==> src/rtl/exec_stage_pkg.sv <==
// Shared ALU opcodes, branch kinds, the writeback slot layout and the branch-taken decode.
// Nine branch kinds do not fit in three bits, so br_type is BR_W wide.
package exec_stage_pkg;

    localparam logic [3:0] ALU_ADD   = 4'd0;
    localparam logic [3:0] ALU_SUB   = 4'd1;
    localparam logic [3:0] ALU_SLL   = 4'd2;
    localparam logic [3:0] ALU_SLT   = 4'd3;
    localparam logic [3:0] ALU_SLTU  = 4'd4;
    localparam logic [3:0] ALU_XOR   = 4'd5;
    localparam logic [3:0] ALU_SRL   = 4'd6;
    localparam logic [3:0] ALU_SRA   = 4'd7;
    localparam logic [3:0] ALU_OR    = 4'd8;
    localparam logic [3:0] ALU_AND   = 4'd9;
    localparam logic [3:0] ALU_PASSB = 4'd10;

    localparam int BR_W = 4;
    localparam logic [BR_W-1:0] BR_NONE = 4'd0;
    localparam logic [BR_W-1:0] BR_BEQ  = 4'd1;
    localparam logic [BR_W-1:0] BR_BNE  = 4'd2;
    localparam logic [BR_W-1:0] BR_BLT  = 4'd3;
    localparam logic [BR_W-1:0] BR_BGE  = 4'd4;
    localparam logic [BR_W-1:0] BR_BLTU = 4'd5;
    localparam logic [BR_W-1:0] BR_BGEU = 4'd6;
    localparam logic [BR_W-1:0] BR_JAL  = 4'd7;
    localparam logic [BR_W-1:0] BR_JALR = 4'd8;

    typedef struct packed {
        logic [4:0]  rd;
        logic        we;
        logic [31:0] data;
    } wb_slot_t;

    function automatic logic br_taken(input logic [BR_W-1:0] br, input logic eq,
                                      input logic lt, input logic ltu);
        logic t;
        t = 1'b0;
        case (br)
            BR_BEQ:  t = eq;
            BR_BNE:  t = !eq;
            BR_BLT:  t = lt;
            BR_BGE:  t = !lt;
            BR_BLTU: t = ltu;
            BR_BGEU: t = !ltu;
            BR_JAL:  t = 1'b1;
            BR_JALR: t = 1'b1;
            default: t = 1'b0;
        endcase
        return t;
    endfunction

endpackage

==> src/rtl/exec_stage_alu.sv <==
// Combinational integer ALU, zero latency, no flow control.
module exec_stage_alu
    import exec_stage_pkg::*;
(
    input  logic [3:0]  alu_op,
    input  logic [31:0] a,
    input  logic [31:0] b,
    output logic [31:0] y
);

    always_comb begin
        y = 32'd0;
        case (alu_op)
            ALU_ADD:   y = a + b;
            ALU_SUB:   y = a - b;
            ALU_SLL:   y = a << b[4:0];
            ALU_SLT:   y = {31'd0, $signed(a) < $signed(b)};
            ALU_SLTU:  y = {31'd0, a < b};
            ALU_XOR:   y = a ^ b;
            ALU_SRL:   y = a >> b[4:0];
            ALU_SRA:   y = 32'($signed(a) >>> b[4:0]);
            ALU_OR:    y = a | b;
            ALU_AND:   y = a & b;
            ALU_PASSB: y = b;
            default:   y = 32'd0;
        endcase
    end

endmodule

==> src/rtl/exec_stage.sv <==
// Execute stage: operand select, ALU, branch resolve; one registered result slot, latency 1.
// Valid/ready toward writeback; ready_o is high whenever the slot is empty or being drained.
module exec_stage
    import exec_stage_pkg::*;
#(
    parameter logic [31:0] RESET_PC_INC = 32'd4
) (
    input  logic            clk_i,
    input  logic            rst_n_i,
    input  logic            flush_i,
    input  logic            valid_i,
    output logic            ready_o,
    input  logic [3:0]      alu_op_i,
    input  logic            a_sel_i,
    input  logic            b_sel_i,
    input  logic [BR_W-1:0] br_type_i,
    input  logic [31:0]     pc_i,
    input  logic [31:0]     rs1_i,
    input  logic [31:0]     rs2_i,
    input  logic [31:0]     imm_i,
    input  logic [4:0]      rd_i,
    input  logic            rd_we_i,
    output logic            wb_valid_o,
    input  logic            wb_ready_i,
    output logic [4:0]      wb_rd_o,
    output logic            wb_we_o,
    output logic [31:0]     wb_data_o,
    output logic            redir_o,
    output logic [31:0]     redir_pc_o,
    output logic            misalign_o
);

    logic [31:0] op_a, op_b, alu_y;
    logic [31:0] pc_tgt, jalr_sum, target, link;
    logic        eq, lt, ltu, taken, is_jump, is_cond, accept;
    wb_slot_t    slot_q, slot_d;

    assign op_a = a_sel_i ? pc_i : rs1_i;
    assign op_b = b_sel_i ? imm_i : rs2_i;

    exec_stage_alu u_alu (
        .alu_op (alu_op_i),
        .a      (op_a),
        .b      (op_b),
        .y      (alu_y)
    );

    // Branch compare is separate from the ALU so alu_op_i stays free for the link/address result.
    assign eq    = (rs1_i == rs2_i);
    assign lt    = ($signed(rs1_i) < $signed(rs2_i));
    assign ltu   = (rs1_i < rs2_i);
    assign taken = br_taken(br_type_i, eq, lt, ltu);

    assign is_jump  = (br_type_i == BR_JAL) || (br_type_i == BR_JALR);
    assign is_cond  = !is_jump && (br_type_i != BR_NONE);
    assign pc_tgt   = pc_i + imm_i;
    assign jalr_sum = rs1_i + imm_i;
    assign target   = (br_type_i == BR_JALR) ? (jalr_sum & ~32'h1) : pc_tgt;
    assign link     = pc_i + RESET_PC_INC;

    assign ready_o = !wb_valid_o || wb_ready_i;
    assign accept  = valid_i && ready_o && !flush_i;

    always_comb begin
        slot_d      = slot_q;
        slot_d.rd   = rd_i;
        slot_d.we   = rd_we_i && (rd_i != 5'd0) && !is_cond;
        slot_d.data = is_jump ? link : alu_y;
    end

    always_ff @(posedge clk_i or negedge rst_n_i) begin
        if (!rst_n_i) begin
            wb_valid_o <= 1'b0;
            slot_q     <= '0;
            redir_o    <= 1'b0;
            redir_pc_o <= 32'd0;
            misalign_o <= 1'b0;
        end else begin
            redir_o    <= accept && taken;
            misalign_o <= accept && taken && target[1];
            if (accept && taken) begin
                redir_pc_o <= target;
            end
            if (flush_i) begin
                wb_valid_o <= 1'b0;
            end else if (accept) begin
                wb_valid_o <= 1'b1;
                slot_q     <= slot_d;
            end else if (wb_ready_i) begin
                wb_valid_o <= 1'b0;
            end
        end
    end

    assign wb_rd_o   = slot_q.rd;
    assign wb_we_o   = slot_q.we;
    assign wb_data_o = slot_q.data;

endmodule

==> config.mk <==
export PLATFORM = sky130hd
export DESIGN_NAME = exec_stage
export DESIGN_NICKNAME = d
export VERILOG_FILES = /design/src/rtl/exec_stage_pkg.sv /design/src/rtl/exec_stage_alu.sv /design/src/rtl/exec_stage.sv
export SDC_FILE = /design/constraint.sdc
export NUM_CORES = 1
export LEC_CHECK = 0
export BUFFER_PORTS_ARGS = -buffer_cell sky130_fd_sc_hd__buf_2
export CAP_MARGIN = 20
export CORE_ASPECT_RATIO = 0.8
export CORE_MARGIN = 2
export CORE_UTILIZATION = 50
export CTS_BUF_LIST = sky130_fd_sc_hd__clkbuf_2 sky130_fd_sc_hd__clkbuf_4 sky130_fd_sc_hd__clkbuf_8
export CTS_CLUSTER_DIAMETER = 80
export DETAILED_ROUTE_END_ITERATION = 10
export GPL_TIMING_DRIVEN = 1
export PLACE_DENSITY_LB_ADDON = 0.15
export SETUP_SLACK_MARGIN = 0.1
export SYNTH_ARGS = -nofsm -noshare
export SYNTH_HDL_FRONTEND = slang
export SYNTH_SLANG_ARGS = --single-unit
==> constraint.sdc <==
create_clock -name clk_i -period 3.2 [get_ports clk_i]
set_input_delay 0.64 -clock clk_i [delete_from_list [all_inputs] [get_ports clk_i]]
set_output_delay 0.64 -clock clk_i [all_outputs]
set_load 0.005 [all_outputs]
==> run metrics, run 1 <==
dpl ws=-1.08 ns; num ports=223; remaining global-route overflow=4; Failed at=5_1_grt; Seq/Total Area, Yosys=0.106; Cells after Synth=2,436; H-tree lvl count=3; total CTS buffers=9; synthesized cell area=17,300 sq um; DIE HEIGHT=170 um; Syn Nets=2,787; Worst End Pin Type=register data pin; gpl congestion=1.16; Starting Density=0.511; Yosys cell types=102; YS warnings=0; Tot GR Track Use=0.738; Die X=212 um; CTS sink count=73; Syn Area/Cell=7.10 sq um; Post-synth EDFFs=0; hpwl dp=75.3 mm; # hold bufs at CTS=0; tool error=[ERROR GRT-0232] Routing congestion too high. Check the congestion heatmap in the GUI.; FF+latch count, synth=73; outcome=aborted with a tool error; asr flop ratio synth=1.00; clock buffer depth=2; Rows=60; Port Buffers=222; GR repair worst EP=wb_data_o[28]$_DFFE_PN0P_/D; largest net degree at the start of global routing=74; root buf cell=clkbuf_8; predominant post-synthesis flop cell=dfrtp_1
metal layers:
metal,GRT overflow,track usage
met5,0,0.455
met2,1,0.864
met4,3,0.639
met3,0,0.606
met1,0,0.779
stage by stage:
step	hold WS, ns	util	instance area, sq um	instances
floorplan	0.344	-	17700	2436
global placement	0.444	0.739	25000	3821
detailed placement	0.451	0.739	25000	3821
CTS	0.408	0.785	26600	3883
synthesized netlist by cell type (all sizes together), types with 7 or more instances:
master,number,area [sq um]
o41ai,7,68.8
o211ai,39,293
a221oi,27,236
a31oi,29,181
o311ai,8,77.6
a311oi,8,93.8
nor2,210,788
mux2,17,191
and3,21,131
a22oi,19,153
nand3,61,310
nand4,24,150
o21bai,24,180
buf,45,274
a21oi,219,1100
a211o,10,87.6
a211oi,29,218
o22ai,34,213
a21o,45,338
and2,9,56.3
nand2,271,1020
a221o,12,121
ha,198,2480
dfrtp,73,1830
a22o,10,87.6
or3,11,68.8
nor2b,21,131
inv,153,579
o2111ai,9,78.8
nor4,12,81.3
o21ai,196,981
xnor2,55,482
o221ai,16,140
a2111oi,17,163
o31ai,16,120
xor2,30,263
clkbuf,88,330
nand2b,30,188
mux2i,157,1650
o22a,7,61.3
o21a,22,165
nor3,65,330
kinds of logic after synthesis:
kind of cell,synth area share
xor+xnor,0.0431
mux,0.109
simple gates,0.202
buf+inv,0.0689
compound gates,0.324
fa+ha+maj,0.148
flops,0.106
timing repair:
action / in CTS
cloned: 9
pin swaps: 91
buffers inserted: 37
setup endpoints to repair: 66
resized for setup: 207
==> run 2: changes to the inputs <==
==> config.mk (replaced) <==
export PLATFORM = sky130hd
export DESIGN_NAME = exec_stage
export DESIGN_NICKNAME = d
export VERILOG_FILES = /design/src/rtl/exec_stage_pkg.sv /design/src/rtl/exec_stage_alu.sv /design/src/rtl/exec_stage.sv
export SDC_FILE = /design/constraint.sdc
export NUM_CORES = 1
export LEC_CHECK = 0
export BUFFER_PORTS_ARGS = -buffer_cell sky130_fd_sc_hd__buf_2
export CAP_MARGIN = 20
export CORE_MARGIN = 2
export CORE_UTILIZATION = 35
export DETAILED_ROUTE_END_ITERATION = 10
export GPL_TIMING_DRIVEN = 1
export PLACE_DENSITY_LB_ADDON = 0.15
export SYNTH_ARGS = -nofsm -noshare
export SYNTH_HDL_FRONTEND = slang
export SYNTH_SLANG_ARGS = --single-unit
==> run 2 against run 1 <==
Net effect: synthesized cell count is the same; the flow now finishes, with violations (setup timing); synthesized area is the same.
==> run metrics, run 2 <==
YS warnings=0 (unchanged); Final period util=1.12; gpl congestion=1.01 (-13%); register share of total power=0.151; Seq/Total Area, Yosys=0.106 (unchanged); vias in the first global route=23,300; final hold viol count=0; DIE HEIGHT=226 um (+33%); H-tree lvl count=3 (unchanged); final non-filler cell total=4,092; asr flop ratio synth=1.00 (unchanged); outcome=finished with violations; Worst R2R Setup Slack=0.52 ns; clk_lat worst skew=0.38 ns; Min-Delay Path Class=input port to async pin; P_leak=13.5 nW; Reg clk slew, reported paths=0.07 ns; num ports=223 (unchanged); Initial DRC Count=2,185; crit-path cells=buf_12 -> buf_12 -> mux2i_4 -> buf_6 -> fa_2 -> nor2b_4 -> o311ai_4 -> a211oi_4 -> a2111oi_2 -> buf_4 -> o21ai_4 -> a311oi_4 -> buf_6 -> o21ai_4 -> a22o_1 -> nor3_2 -> o31ai_1; predominant post-synthesis flop cell=dfrtp_1; DRC=0; WHS=0.207 ns; max cap viols=0; Post-synth EDFFs=0 (unchanged); Critical Path Sink Type=flip-flop; vias per cell=5.87; FF+latch count, synth=73 (unchanged); WL/cell=25.3 um; initial antenna violation count=3; Syn Nets=2,787 (unchanged); root buf cell=clkbuf_16; peak supply drop=250 uV; # hold bufs at CTS=0 (unchanged); Power Dens Cells=323 nW/um^2; CP startpoint kind=input port; remaining global-route overflow=0; ANT nets after route=0; CTS sink count=73 (unchanged); Cells after Synth=2,436 (unchanged); Sw Share=0.457; Yosys cell types=102 (unchanged); Synth top cells by count=nand2_1, a21oi_1, nor2_1; internal power=4.95 mW; fmax=0.278 GHz; CTS tree=yes; critical path class=input port to flip-flop; Sw Pwr=4.16 mW; Layout Skew=0.0133 ns; Starting Density=0.354 (-0.157); largest net degree at the start of global routing=61; Tot GR Track Use=0.391; Synth top area share=0.143 (unchanged); slew margin rel.=0.255; Synth-to-Final Area Change=63.2%; final setup vio count=26; Final nets=3,772; Max stage delay cell, worst path=o311ai_4; Pins Over Slew Limit=0; total CTS buffers=9 (unchanged); core area=48,800 sq um; hpwl dp=83.2 mm (+11%); slowest stage delay, CP=0.37 ns; Inst Count DP=4,008 (+4.9%); critical path peak fanout=5; Port Buffers=222 (unchanged); Rows=81 (+35%); Comb power frac=0.716; post-synth top area cell=ha_1; final critical-path required period=3.60 ns; post-layout util=0.578; clock buffer depth=2 (unchanged); total wire length after detailed routing=104 mm; Die X=226 um (+6.8%); failing checks=setup timing; dpl ws=-1.07 ns (+0.00450 ns); first-pass GRT wire length=148 mm; Slew @ Worst Pin=1.11 ns; DR vias=24,000; layout cells sized above 1=0.426; synth top area cells=ha_1, dfrtp_1, mux2i_1; total power=9.10 mW; RSZ-0062 raised after global routing=yes; WP data required=3.47 ns; setup ws final=-0.395 ns; most common cell after layout, fill and taps aside=buf_4; critical path arrival=3.86 ns; Clock power frac=0.134; area of the die=51,200 sq um; most frequent cells in the layout=buf_4, nand2_1, buf_2; Syn Area/Cell=7.10 sq um (unchanged); most numerous cell in the Yosys netlist=nand2_1; synthesized cell area=17,300 sq um (unchanged); drt pass-1 iters=6
run 2: cell counts after synthesis:
No cell type changed its count.
run 2: power by group through the flow:
stage	Sequential [mW]	Combinational [mW]	Clock, mW
2_1_floorplan	1.34	2.70	0
4_1_cts	1.36	6.01	1.22
3_5_place_dp	1.38	5.60	0
6_report	1.37	6.52	1.22
3_3_place_gp	1.37	5.56	0
5_1_grt	1.39	6.91	1.25
run 2: path summary, 6_finish.rpt:
kind / from / to / cells after the start
worst max-delay path: b_sel_i / wb_data_o[24]$_DFFE_PN0P_ / 17
worst min-delay path: rst_n_i / redir_pc_o[27]$_DFFE_PN0P_ / 1
worst max register to register: wb_valid_o$_DFFE_PN0P_ / wb_data_o[27]$_DFFE_PN0P_ / 12
worst min register to register: wb_rd_o[3]$_DFFE_PN0P_ / wb_rd_o[3]$_DFFE_PN0P_ / 2
max in group asynchronous: rst_n_i / wb_rd_o[1]$_DFFE_PN0P_ / 2
min in group clk_i: flush_i / wb_valid_o$_DFFE_PN0P_ / 2
run 2: what timing repair did:
| item | 4_1_cts | 5_1_grt |
|---|---|---|
| gates cloned | 6 | 5 |
| setup endpoints to repair | 66 | 60 |
| pin swaps | 125 | 105 |
| resized for setup | 238 | 208 |
| setup buffers | 39 | 28 |
run 2: cell families (layout without fill, tap and decap cells):
logic type / after synthesis / after routing / share of synthesized area
AOI/OAI and AO/OA: 849 / 849 / 0.324
DFF: 73 / 73 / 0.106
muxes: 176 / 176 / 0.109
adders and majority gates: 202 / 202 / 0.148
buffers and inverters: 288 / 1278 / 0.0689
and+or+nand+nor: 763 / 763 / 0.202
other: 0 / 2 / 0
xor gates and xnor gates: 85 / 85 / 0.0431
run 2: critical path, delay by kind of cell:
family,cells,cell delay [ns]
adders and majority gates,1,0.34
buffers and inverters,5,0.78
muxes,1,0.22
AOI/OAI and AO/OA,8,1.54
and+or+nand+nor,2,0.31
run 2: layout make-up:
class | instances | area [sq um]
antenna | 2 | 5.00
clock buffer | 11 | 253
clock inverter | 5 | 77.6
fill | 4775 | 20600
inverter | 155 | 604
multi-input combinational | 2075 | 16100
sequential | 73 | 1830
tap | 664 | 831
timing repair buffer | 1107 | 8490
run 2: metal layers:
layer  vias to the layer above  part of all wire  global-route usage
met2                      1225              0.44               0.625
met3                       300             0.078              0.0618
met5                         -           0.00011                   0
met1                     11500              0.41               0.503
met4                         2             0.066               0.213
li1                      11000                 -                   -
run 2: metrics by stage:
step                setup TNS (ns)  instance area, sq um
floorplan                   -12.11                 17600
global placement            -48.87                 25200
detailed placement          -50.14                 25200
CTS                          -5.12                 27000
global route                 -9.56                 28200
finish                       -5.51                 28200
Power figures use the tool's default switching activity.
==> run 3: changes to the inputs <==
--- a/config.mk
+++ b/config.mk
@@ -12,6 +12,7 @@
 export DETAILED_ROUTE_END_ITERATION = 10
 export GPL_TIMING_DRIVEN = 1
 export PLACE_DENSITY_LB_ADDON = 0.15
+export SKIP_CTS_REPAIR_TIMING = 1
 export SYNTH_ARGS = -nofsm -noshare
 export SYNTH_HDL_FRONTEND = slang
 export SYNTH_SLANG_ARGS = --single-unit
==> run 3 against run 2 <==
Net effect: the flow still finishes with violations (setup timing); wire length down 1.4%; design area down 0.72%; utilization down 0.42 points; clock power about the same; clock skew down 0.00083 ns; sequential power about the same; die area unchanged; largest power group unchanged.
==> run metrics, run 3 (same netlist as run 2, synthesis figures left out) <==
outcome=finished with violations; failing checks=setup timing; WL/cell=25.0 um (-1.1%); setup ws final=-0.442 ns (-0.0469 ns); drt pass-1 iters=6 (unchanged); Die X=226 um (unchanged); remaining global-route overflow=0 (unchanged); CTS tree=yes; Pins Over Slew Limit=0 (unchanged); FILL cells=4,791 (+0.34%); Tot GR Track Use=0.380 (-0.0113); area of the die=51,200 sq um (unchanged); Final period util=1.14 (+0.0146); Min-Delay Path Class=input port to async pin; critical path peak fanout=5 (unchanged); area of the multi-input gates=16,100 sq um (about the same); DR vias=23,900 (-0.31%); most frequent cells in the layout=buf_4, nand2_1, buf_2; Storage cell area=1830 sq um (unchanged); DIE HEIGHT=226 um (unchanged); Power Dens Cells=321 nW/um^2 (-0.40%); clk_lat worst skew=0.38 ns (about the same); hpwl dp=83.2 mm (unchanged); num ports=223 (unchanged); clock buffer depth=2 (unchanged); final critical-path required period=3.64 ns (+0.0469 ns); Synth-to-Final Area Change=62.0%; layout cells sized above 1=0.424 (-0.00189); critical path endpoint=wb_data_o[25]$_DFFE_PN0P_; root buf cell=clkbuf_16; met1 track demand over resource=0.489 (-0.0140); CP startpoint kind=input port; most common cell after layout, fill and taps aside=buf_4; Final nets=3,759 (-0.34%); fmax=0.275 GHz (-1.3%); total CTS buffers=9 (unchanged); dpl ws=-1.07 ns (unchanged); first-pass GRT wire length=144 mm (-2.7%); Starting Density=0.354 (unchanged); Slew @ Worst Pin=1.05 ns (-0.0612 ns); max cap viols=0 (unchanged); critical path arrival=3.96 ns (+0.10 ns); CTS sink count=73 (unchanged); Port Buffers=222 (unchanged); core area=48,800 sq um (unchanged); Worst R2R Start=wb_valid_o$_DFFE_PN0P_; peak supply drop=269 uV (+7.6%); final hold viol count=0 (unchanged); slew margin rel.=0.296 (+0.0409); Reg clk slew, reported paths=0.07 ns (about the same); met2 GRT Util=0.614 (-0.0111); P_leak=13.4 nW (-1.2%); worst r2r dst=redir_pc_o[29]$_DFFE_PN0P_; GR peak layer=met2; RSZ-0062 raised after global routing=yes; gpl congestion=1.01 (unchanged); final setup vio count=46 (+77%); Layout Skew=0.0125 ns (-0.000828 ns); initial antenna violation count=1 (-2); vias in the first global route=22,700 (-2.6%); DRC=0 (unchanged); total wire length after detailed routing=102 mm (-1.4%); H-tree lvl count=3 (unchanged); Rows=81 (unchanged); ANT nets after route=0 (unchanged); Reg2Reg Depth=9 (-3); Initial DRC Count=2,212 (+1.2%); Worst R2R Setup Slack=0.63 ns (+0.11 ns); CP startpoint=b_sel_i; GR Util met3=0.0562 (-0.00557); vias per cell=5.87 (about the same); largest net degree at the start of global routing=61 (unchanged); WP data required=3.52 ns (+0.05 ns); WHS=0.211 ns (+0.00434 ns); Critical Path Sink Type=flip-flop; critical path class=input port to flip-flop
==> run 3: cell type report <==
cell class	instances	area share
Antenna cell	2	0.000179
Clock buffer	11	0.00902
Clock inverter	5	0.00277
Inverter	155	0.0215
Multi-Input combinational cell	2075	0.576
Sequential cell	73	0.0652
Tap cell	664	0.0297
Timing Repair Buffer	1094	0.296
==> run 3: metrics by stage <==
| step | std cells | TNS (ns) | utilization | instance area (sq um) | total power [mW] |
|---|---|---|---|---|---|
| after floorplan | 2436 | -12.11 | - | 17600 | 4.05 |
| after global placement | 4008 | -48.87 | 0.516 | 25200 | 6.93 |
| after detailed placement | 4008 | -50.14 | 0.516 | 25200 | 6.97 |
| after CTS | 4024 | -24.90 | 0.523 | 25500 | 8.21 |
| after global routing | 4077 | -11.31 | 0.573 | 28000 | 9.47 |
| final | 4079 | -7.04 | 0.573 | 28000 | 9.00 |
==> run 3: critical path: stages <==
cell and delay (ns):
buf_12 0.10, clkbuf_16 0.14, buf_4 0.12, mux2i_4 0.32, buf_4 0.17, inv_2 0.05
ha_2 0.21, nor2_1 0.11, o211ai_1 0.19, nand4_1 0.20, a21oi_2 0.12, o211ai_1 0.44
nand2_1 0.18, buf_4 0.18, a21oi_2 0.14, mux2_4 0.32, o21ai_2 0.17, a2bb2oi_2 0.14
==> run 3: per-layer routing <==
metal,up-vias,routed length (um)
li1,11000,-
met1,11500,42700
met2,1171,46000
met3,248,7470
met4,2,5920
met5,-,13
==> run 3: power breakdown <==
group          switching, mW  internal, mW  leakage (nW)
Clock                  0.492         0.724         0.162
Sequential             0.224          1.18         0.895
Combinational           3.40          2.98          12.3
Total                   4.12          4.88          13.4
==> run 3: worst min path at each step <==
stage / startpoint / to / depth (start not counted)
2_1_floorplan: rst_n_i / misalign_o$_DFF_PN0_ / 0
3_3_place_gp: wb_we_o$_DFFE_PN0P_ / wb_we_o$_DFFE_PN0P_ / 2
3_5_place_dp: redir_pc_o[0]$_DFFE_PN0P_ / redir_pc_o[0]$_DFFE_PN0P_ / 2
4_1_cts: rst_n_i / redir_pc_o[27]$_DFFE_PN0P_ / 1
5_1_grt: rst_n_i / redir_pc_o[26]$_DFFE_PN0P_ / 1
6_report: rst_n_i / redir_pc_o[27]$_DFFE_PN0P_ / 1
